--- src/rtl/toast_redirect_ctrl_pkg.sv ---
// Shared encodings for the PC redirect controller: FSM states and ID branch-op codes.
package toast_redirect_ctrl_pkg;

    typedef enum logic [1:0] {
        IDLE     = 2'd0,
        HAZ_WAIT = 2'd1,
        REDIRECT = 2'd2
    } redirect_state_t;

    // ID_branch_op_i: bit1 = JALR (reg-offset), bit0 = JAL/conditional (pc-relative)
    localparam logic [1:0] BR_NONE     = 2'b00;
    localparam logic [1:0] PC_RELATIVE = 2'b01;
    localparam logic [1:0] REG_OFFSET  = 2'b10;

endpackage

--- src/rtl/toast_redirect_ctrl_if.sv ---
// Pipeline-side bundle for the redirect controller; master = pipeline/IF/trap side, slave = controller.
interface toast_redirect_ctrl_if #(
    parameter int DATA_WIDTH = 32,
    parameter int CNT_WIDTH  = 32
);
    logic [1:0]            ID_branch_op_i;
    logic                  ID_is_cond_i;
    logic                  ID_branch_taken_i;
    logic [4:0]            ID_rs1_addr_i;
    logic [4:0]            ID_rs2_addr_i;
    logic [4:0]            EX_rd_addr_i;
    logic                  EX_rd_wr_en_i;
    logic                  EX_mem_rd_i;
    logic [4:0]            MEM_rd_addr_i;
    logic                  MEM_mem_rd_i;
    logic [DATA_WIDTH-1:0] pc_dest_i;
    logic                  trap_req_i;
    logic [DATA_WIDTH-1:0] trap_vec_i;
    logic                  IF_ack_i;
    logic                  pc_redirect_o;
    logic [DATA_WIDTH-1:0] pc_target_o;
    logic                  stall_o;
    logic                  IF_ID_flush_o;
    logic                  ID_EX_flush_o;
    logic [CNT_WIDTH-1:0]  stat_redirects_o;
    logic [CNT_WIDTH-1:0]  stat_stall_cycles_o;

    modport master (
        output ID_branch_op_i, ID_is_cond_i, ID_branch_taken_i, ID_rs1_addr_i, ID_rs2_addr_i,
               EX_rd_addr_i, EX_rd_wr_en_i, EX_mem_rd_i, MEM_rd_addr_i, MEM_mem_rd_i,
               pc_dest_i, trap_req_i, trap_vec_i, IF_ack_i,
        input  pc_redirect_o, pc_target_o, stall_o, IF_ID_flush_o, ID_EX_flush_o,
               stat_redirects_o, stat_stall_cycles_o
    );

    modport slave (
        input  ID_branch_op_i, ID_is_cond_i, ID_branch_taken_i, ID_rs1_addr_i, ID_rs2_addr_i,
               EX_rd_addr_i, EX_rd_wr_en_i, EX_mem_rd_i, MEM_rd_addr_i, MEM_mem_rd_i,
               pc_dest_i, trap_req_i, trap_vec_i, IF_ack_i,
        output pc_redirect_o, pc_target_o, stall_o, IF_ID_flush_o, ID_EX_flush_o,
               stat_redirects_o, stat_stall_cycles_o
    );
endinterface

--- src/rtl/toast_redirect_hazard.sv ---
// Load-use hazard detect on branch/jump source operands (purely combinational).
module toast_redirect_hazard
    import toast_redirect_ctrl_pkg::*;
(
    input  logic [1:0] branch_op,
    input  logic       is_cond,
    input  logic [4:0] rs1_addr,
    input  logic [4:0] rs2_addr,
    input  logic [4:0] ex_rd_addr,
    input  logic       ex_rd_wr_en,
    input  logic       ex_mem_rd,
    input  logic [4:0] mem_rd_addr,
    input  logic       mem_mem_rd,
    output logic       hazard
);
    logic rs1_hit;
    logic rs2_hit;

    // Only loads stall: non-load EX results are forwarded into the target generator.
    assign rs1_hit = (rs1_addr != 5'd0) &&
                     ((rs1_addr == ex_rd_addr && ex_rd_wr_en && ex_mem_rd) ||
                      (rs1_addr == mem_rd_addr && mem_mem_rd));
    assign rs2_hit = (rs2_addr != 5'd0) &&
                     ((rs2_addr == ex_rd_addr && ex_rd_wr_en && ex_mem_rd) ||
                      (rs2_addr == mem_rd_addr && mem_mem_rd));

    assign hazard = (branch_op != BR_NONE) && (rs1_hit || (is_cond && rs2_hit));
endmodule

--- src/rtl/toast_redirect_ctrl.sv ---
// PC redirect sequencer: load-use stall, trap/branch arbitration, registered redirect held until IF ack.
// Optional statistics counters under `TOAST_BRANCH_STATS_EN (ports tied to 0 otherwise).
module toast_redirect_ctrl
    import toast_redirect_ctrl_pkg::*;
#(
    parameter int DATA_WIDTH = 32,
    parameter int CNT_WIDTH  = 32
) (
    input  logic                 clk_i,
    input  logic                 rst_i,
    toast_redirect_ctrl_if.slave bus
);
    redirect_state_t       state_q, state_d;
    logic [DATA_WIDTH-1:0] target_q, target_d;
    logic                  flush_q, flush_d;
    logic                  hazard, jump, stall, id_ex_flush;

    toast_redirect_hazard u_hazard (
        .branch_op   (bus.ID_branch_op_i),
        .is_cond     (bus.ID_is_cond_i),
        .rs1_addr    (bus.ID_rs1_addr_i),
        .rs2_addr    (bus.ID_rs2_addr_i),
        .ex_rd_addr  (bus.EX_rd_addr_i),
        .ex_rd_wr_en (bus.EX_rd_wr_en_i),
        .ex_mem_rd   (bus.EX_mem_rd_i),
        .mem_rd_addr (bus.MEM_rd_addr_i),
        .mem_mem_rd  (bus.MEM_mem_rd_i),
        .hazard      (hazard)
    );

    assign jump = (bus.ID_branch_op_i != BR_NONE) && (!bus.ID_is_cond_i || bus.ID_branch_taken_i);

    always_comb begin
        state_d     = state_q;
        target_d    = target_q;
        flush_d     = 1'b0;
        stall       = 1'b0;
        id_ex_flush = 1'b0;
        case (state_q)
            // HAZ_WAIT re-evaluates exactly like IDLE once operands are ready
            IDLE, HAZ_WAIT: begin
                if (bus.trap_req_i) begin
                    state_d  = REDIRECT;
                    target_d = bus.trap_vec_i;
                    flush_d  = 1'b1;
                end else if (hazard) begin
                    state_d     = HAZ_WAIT;
                    stall       = 1'b1;
                    id_ex_flush = 1'b1;
                end else if (jump) begin
                    state_d  = REDIRECT;
                    target_d = bus.pc_dest_i;
                    flush_d  = 1'b1;
                end else begin
                    state_d = IDLE;
                end
            end
            REDIRECT: begin
                stall = 1'b1;
                // A trap re-targets the in-flight redirect and masks this cycle's ack
                if (bus.trap_req_i) begin
                    target_d = bus.trap_vec_i;
                    flush_d  = 1'b1;
                end else if (bus.IF_ack_i) begin
                    state_d = IDLE;
                end
            end
            default: state_d = IDLE;
        endcase
    end

    always_ff @(posedge clk_i or posedge rst_i) begin
        if (rst_i) begin
            state_q  <= IDLE;
            target_q <= '0;
            flush_q  <= 1'b0;
        end else begin
            state_q  <= state_d;
            target_q <= target_d;
            flush_q  <= flush_d;
        end
    end

    assign bus.pc_redirect_o = (state_q == REDIRECT);
    assign bus.pc_target_o   = target_q;
    assign bus.IF_ID_flush_o = flush_q;
    // Gate the combinational outputs so reset forces them low immediately
    assign bus.stall_o       = stall && !rst_i;
    assign bus.ID_EX_flush_o = id_ex_flush && !rst_i;

`ifdef TOAST_BRANCH_STATS_EN
    logic [CNT_WIDTH-1:0] redirects_q, stall_cycles_q;

    always_ff @(posedge clk_i or posedge rst_i) begin
        if (rst_i) begin
            redirects_q    <= '0;
            stall_cycles_q <= '0;
        end else begin
            if (flush_d && (redirects_q != '1))
                redirects_q <= redirects_q + 1'b1;
            if (stall && (stall_cycles_q != '1))
                stall_cycles_q <= stall_cycles_q + 1'b1;
        end
    end

    assign bus.stat_redirects_o    = redirects_q;
    assign bus.stat_stall_cycles_o = stall_cycles_q;
`else
    assign bus.stat_redirects_o    = '0;
    assign bus.stat_stall_cycles_o = '0;
`endif
endmodule

--- src/flat_wrapper.sv ---
// flat-port wrapper written by rule: the top's interface ports become plain ports
module toast_redirect_ctrl_flat import toast_redirect_ctrl_pkg::*;
#(
    parameter int DATA_WIDTH = 32,
    parameter int CNT_WIDTH  = 32
)
  (clk_i, rst_i, bus_ID_branch_op_i, bus_ID_is_cond_i, bus_ID_branch_taken_i, bus_ID_rs1_addr_i, bus_ID_rs2_addr_i, bus_EX_rd_addr_i, bus_EX_rd_wr_en_i, bus_EX_mem_rd_i, bus_MEM_rd_addr_i, bus_MEM_mem_rd_i, bus_pc_dest_i, bus_trap_req_i, bus_trap_vec_i, bus_IF_ack_i, bus_pc_redirect_o, bus_pc_target_o, bus_stall_o, bus_IF_ID_flush_o, bus_ID_EX_flush_o, bus_stat_redirects_o, bus_stat_stall_cycles_o);
  toast_redirect_ctrl_if #(.DATA_WIDTH(DATA_WIDTH), .CNT_WIDTH(CNT_WIDTH)) bus_i ();
  input  logic clk_i;
  input  logic rst_i;
  input wire logic [$bits(bus_i.ID_branch_op_i)-1:0] bus_ID_branch_op_i;
  input wire logic [$bits(bus_i.ID_is_cond_i)-1:0] bus_ID_is_cond_i;
  input wire logic [$bits(bus_i.ID_branch_taken_i)-1:0] bus_ID_branch_taken_i;
  input wire logic [$bits(bus_i.ID_rs1_addr_i)-1:0] bus_ID_rs1_addr_i;
  input wire logic [$bits(bus_i.ID_rs2_addr_i)-1:0] bus_ID_rs2_addr_i;
  input wire logic [$bits(bus_i.EX_rd_addr_i)-1:0] bus_EX_rd_addr_i;
  input wire logic [$bits(bus_i.EX_rd_wr_en_i)-1:0] bus_EX_rd_wr_en_i;
  input wire logic [$bits(bus_i.EX_mem_rd_i)-1:0] bus_EX_mem_rd_i;
  input wire logic [$bits(bus_i.MEM_rd_addr_i)-1:0] bus_MEM_rd_addr_i;
  input wire logic [$bits(bus_i.MEM_mem_rd_i)-1:0] bus_MEM_mem_rd_i;
  input wire logic [$bits(bus_i.pc_dest_i)-1:0] bus_pc_dest_i;
  input wire logic [$bits(bus_i.trap_req_i)-1:0] bus_trap_req_i;
  input wire logic [$bits(bus_i.trap_vec_i)-1:0] bus_trap_vec_i;
  input wire logic [$bits(bus_i.IF_ack_i)-1:0] bus_IF_ack_i;
  output wire logic [$bits(bus_i.pc_redirect_o)-1:0] bus_pc_redirect_o;
  output wire logic [$bits(bus_i.pc_target_o)-1:0] bus_pc_target_o;
  output wire logic [$bits(bus_i.stall_o)-1:0] bus_stall_o;
  output wire logic [$bits(bus_i.IF_ID_flush_o)-1:0] bus_IF_ID_flush_o;
  output wire logic [$bits(bus_i.ID_EX_flush_o)-1:0] bus_ID_EX_flush_o;
  output wire logic [$bits(bus_i.stat_redirects_o)-1:0] bus_stat_redirects_o;
  output wire logic [$bits(bus_i.stat_stall_cycles_o)-1:0] bus_stat_stall_cycles_o;
  assign bus_i.ID_branch_op_i = bus_ID_branch_op_i;
  assign bus_i.ID_is_cond_i = bus_ID_is_cond_i;
  assign bus_i.ID_branch_taken_i = bus_ID_branch_taken_i;
  assign bus_i.ID_rs1_addr_i = bus_ID_rs1_addr_i;
  assign bus_i.ID_rs2_addr_i = bus_ID_rs2_addr_i;
  assign bus_i.EX_rd_addr_i = bus_EX_rd_addr_i;
  assign bus_i.EX_rd_wr_en_i = bus_EX_rd_wr_en_i;
  assign bus_i.EX_mem_rd_i = bus_EX_mem_rd_i;
  assign bus_i.MEM_rd_addr_i = bus_MEM_rd_addr_i;
  assign bus_i.MEM_mem_rd_i = bus_MEM_mem_rd_i;
  assign bus_i.pc_dest_i = bus_pc_dest_i;
  assign bus_i.trap_req_i = bus_trap_req_i;
  assign bus_i.trap_vec_i = bus_trap_vec_i;
  assign bus_i.IF_ack_i = bus_IF_ack_i;
  assign bus_pc_redirect_o = bus_i.pc_redirect_o;
  assign bus_pc_target_o = bus_i.pc_target_o;
  assign bus_stall_o = bus_i.stall_o;
  assign bus_IF_ID_flush_o = bus_i.IF_ID_flush_o;
  assign bus_ID_EX_flush_o = bus_i.ID_EX_flush_o;
  assign bus_stat_redirects_o = bus_i.stat_redirects_o;
  assign bus_stat_stall_cycles_o = bus_i.stat_stall_cycles_o;
  toast_redirect_ctrl #(.DATA_WIDTH(DATA_WIDTH), .CNT_WIDTH(CNT_WIDTH)) u_core (.clk_i(clk_i), .rst_i(rst_i), .bus(bus_i));
endmodule
--- config.mk ---
export PLATFORM = sky130hd
export DESIGN_NAME = toast_redirect_ctrl_flat
export DESIGN_NICKNAME = d
export VERILOG_FILES = /design/src/rtl/toast_redirect_ctrl_pkg.sv /design/src/rtl/toast_redirect_ctrl_if.sv /design/src/rtl/toast_redirect_hazard.sv /design/src/rtl/toast_redirect_ctrl.sv /design/src/flat_wrapper.sv
export SDC_FILE = /design/constraint.sdc
export NUM_CORES = 1
export LEC_CHECK = 0
export BUFFER_PORTS_ARGS = -buffer_cell sky130_fd_sc_hd__buf_2
export CORE_ASPECT_RATIO = 2
export CORE_UTILIZATION = 36
export DETAILED_ROUTE_END_ITERATION = 8
export PLACE_DENSITY = 0.86
export SYNTH_ARGS = -nofsm -noshare
export SYNTH_HDL_FRONTEND = slang
export SYNTH_SLANG_ARGS = --single-unit
--- constraint.sdc ---
create_clock -name clk_i -period 1.9 [get_ports clk_i]
set_clock_uncertainty 0.2 [all_clocks]
set_input_delay 0.19 -clock clk_i [delete_from_list [all_inputs] [get_ports clk_i]]
set_output_delay 0.19 -clock clk_i [all_outputs]
set_load 0.02 [all_outputs]
==> run_results.csv <==
group,metric,value,unit
outcome,outcome,"finished, violations left",
outcome,violations,"setup timing",
setup_path,r2r_setup_slack,-10,ps
placed_design,io_buffers,130,
setup_path,crit_path_start,"bus_ID_rs2_addr_i[0]",
final_layout,instances_no_fill,464,
routing,vias_per_cell,4.51,
logic_synthesis,synth_cells,225,
sta,finalMaxSlewViolations,0,
sta,rsz0062_at_grt,"yes",
logic_synthesis,netlist_area,2510,µm²
hold_path,hold_end,"u_core.state_q[1]$_DFFE_PP0P_",
sta,finalHoldViolations,0,
final_layout,syn2layout_area_growth,41.4,%
floorplan,floorplan.initialDensity,0.376,
power_and_ir_drop,power_frac_comb,0.354,
clocking,clkTransAtPathRegs,50,ps
sta,min_period,2120,ps
placed_design,detailed_place_hpwl,4950,µm
final_layout,nets,470,
final_layout,n_antenna_cell,0,
sta,fin_ws,-224,ps
sta,finalCritPeriodShare,1.12,
final_layout,postLayoutCellArea,3550,µm²
setup_path,slowest_delay,530,ps
setup_path,critPathLaunchType,"input port",
placed_design,placed_cell_area,3140,µm²
clocking,cts_root_buffer,"clkbuf_16",
global_route,antenna_found_initial,2,
logic_synthesis,synth-seq-cells,35,
hold_path,worstHoldStart,"bus_IF_ack_i",
clocking,clk-insertion-delay-late,270,ps
logic_synthesis,syn_area_per_cell,11.2,µm²
logic_synthesis,yosys_warnings,0,
global_route,grt_pass1_wl,9560,µm
clocking,cts_max_path_buffers,2,
setup_path,critPathSlowestCell,"or4_4",
global_route,overflow,0,
placed_design,dp.cells,450,
logic_synthesis,ys_seq_area_frac,0.349,
power_and_ir_drop,p_sw,0.842,mW
setup_path,crit_chain,"buf_6 -> or4_4 -> o21ai_4 -> a21oi_4 -> buf_6 -> o41ai_4 -> buf_6 -> clkbuf_16 -> mux2_2",
sta,fin_hold_ws,55.4,ps
final_layout,post-route-util,0.532,
clocking,cts_tree,"yes",
global_route,grt_max_degree,19,
power_and_ir_drop,p_leak,1.81,nW
final_layout,fillers,583,
clocking,htreeDepth,2,
hold_path,hold_depth,3,
setup_path,worstReg2RegEnd,"u_core.bus.pc_target_o[23]$_DFFE_PP0P_",
logic_synthesis,synth.distinct_cells,28,
clocking,cts-buffers-inserted,5,
power_and_ir_drop,p_clk_frac,0.297,
global_route,track_usage,0.178,
setup_path,cp.required,1860,ps
setup_path,path_max_fanout,8,
floorplan,core,6670,µm²
floorplan,io_pins,195,
placed_design,globalplace.congestion,0.724,
sta,fmax,0.471,GHz
floorplan,die_h,120,µm
routing,dr.pass1.iters,4,
routing,drc_errors,0,
power_and_ir_drop,swShare,0.325,
hold_path,hold_path.class,"input port to flip-flop",
routing,detail-route-antenna-nets,0,
clocking,cts_num_sinks,35,
global_route,grt_pass1_vias,2045,
power_and_ir_drop,p_seq_frac,0.349,
routing,vias,2091,
floorplan,die_x,61.1,µm
setup_path,reg2regPathDepth,6,
power_and_ir_drop,p_per_area,730,nW/µm²
setup_path,critical_path_class,"input port to flip-flop",
routing,drt_iter0_drc,49,
final_layout,drive_gt1_frac,0.614,
setup_path,timing.critical_path.mode_cell,"buf_6",
routing,wire_per_inst,14.0,µm
run,cap_violations,0,
sta,setup_viol,34,
routing,drt-total-wl,6490,µm
power_and_ir_drop,p_int,1.75,mW
final_layout,final_common_cell,"buf_2",
power_and_ir_drop,peakVddDrop,0.000645,V
setup_path,arrival,2080,ps
floorplan,std_cell_rows,42,
setup_path,end_kind,"flip-flop",
floorplan,die_area,7330,µm²
final_layout,final_cell_mix,"120 x buf_2, 64 x conb_1, 54 x mux2_2",
setup_path,r2r_start,"u_core.state_q[0]$_DFFE_PP0P_",
power_and_ir_drop,total_power,2.59,mW
## cells in the mapped netlist
library cell | n | share of area
a21oi_2 | 1 | 0.0035
mux2_2 | 62 | 0.28
o41ai_4 | 1 | 0.011
nor2_1 | 5 | 0.0075
dfrtp_1 | 35 | 0.35
a32oi_1 | 1 | 0.0035
nor4_1 | 3 | 0.0075
or3_1 | 1 | 0.0025
o21a_1 | 1 | 0.0030
xnor2_1 | 6 | 0.021
o31ai_1 | 1 | 0.0030
o221ai_1 | 1 | 0.0035
nand3_1 | 1 | 0.0020
a21oi_1 | 4 | 0.0080
xor2_1 | 14 | 0.049
o22ai_1 | 1 | 0.0025
nand4_1 | 1 | 0.0025
nor3_1 | 1 | 0.0020
inv_1 | 7 | 0.010
mux2_1 | 2 | 0.0090
buf_6 | 3 | 0.013
buf_4 | 64 | 0.19
conb_1 | 1 | 0.0015
or4_1 | 1 | 0.0030
nand2_1 | 2 | 0.0030
clkbuf_1 | 3 | 0.0045
o21ai_2 | 1 | 0.0035
o21ai_0 | 1 | 0.0020
## kinds of logic after synthesis
group                  count (synthesis)  share of synthesized area
buffers and inverters                 77                      0.220
multiplexers                          64                      0.287
flip-flops                            35                      0.349
XOR/XNOR                              20                     0.0698
AND/OR/NAND/NOR                       15                     0.0299
AO/OA/AOI/OAI                         13                     0.0434
other                                  1                    0.00149
## cell type report
class | count | area (µm²) | share of cell area
well taps | 88 | 110 | 0.0310
repair buffers | 150 | 971 | 0.274
flip-flops and latches | 35 | 876 | 0.247
clock buffers | 6 | 129 | 0.0363
inverters | 7 | 26.3 | 0.00740
clock inverters | 2 | 12.5 | 0.00352
multi-input cells | 176 | 1430 | 0.401
## what timing repair did
| item | CTS | global route |
|---|---|---|
| gates resized for setup | 33 | 9 |
| buffers inserted | 1 | 2 |
| hold endpoints to repair | 35 | 0 |
| pin swaps | 10 | 6 |
| cloned | 1 | 1 |
| hold buffers | 1 | 0 |
| endpoints found under the setup margin | 34 | 34 |
## worst max-delay path by stage
stage	endpoint	slack, ps	cells after the start
after detailed placement	u_core.bus.pc_target_o[23]$_DFFE_PP0P_	-410	7
after floorplan	u_core.bus.pc_target_o[2]$_DFFE_PP0P_	-240	6
final	u_core.bus.pc_target_o[23]$_DFFE_PP0P_	-220	9
after global routing	u_core.bus.pc_target_o[10]$_DFFE_PP0P_	-270	10
after CTS	bus_stall_o	-180	9
after global placement	u_core.bus.pc_target_o[6]$_DFFE_PP0P_	-380	7
## critical path, delay by kind of cell
kind            cells  cell delay (ps)
buf+inv             4              600
simple gates        1              530
compound gates      3              430
mux                 1              330
## power groups by stage
stage / registers (mW) / logic (mW) / clock network, mW
detailed placement: 0.916 / 0.828 / 0
CTS: 0.905 / 0.893 / 0.801
global placement: 0.908 / 0.809 / 0
floorplan: 1.04 / 0.491 / 0
finish: 0.904 / 0.917 / 0.771
global route: 0.915 / 0.986 / 0.832
## layer usage
metal  routed length, µm  vias to the layer above  global-route usage
met3                 599                       21              0.0614
met5                  29                        -                   0
li1                    -                      938                   -
met1                1970                      981               0.167
met2                3670                      147               0.323
met4                 214                        4              0.0838
## sequential cells by signal (all words and copies together) (netlist names)
register and flops:
u_core.bus.IF_ID_flush_o 1, u_core.state_q 2, u_core.bus.pc_target_o 32
## stage by stage
| step | setup slack (ps) | setup TNS [ps] |
|---|---|---|
| finish | -224 | -6580 |
| global route | -271 | -8610 |
| CTS | -177 | -2590 |
| detailed placement | -410 | -13630 |
| global placement | -378 | -12640 |
| floorplan | -237 | -7100 |
Note: power is estimated with default switching activity, not from simulation.
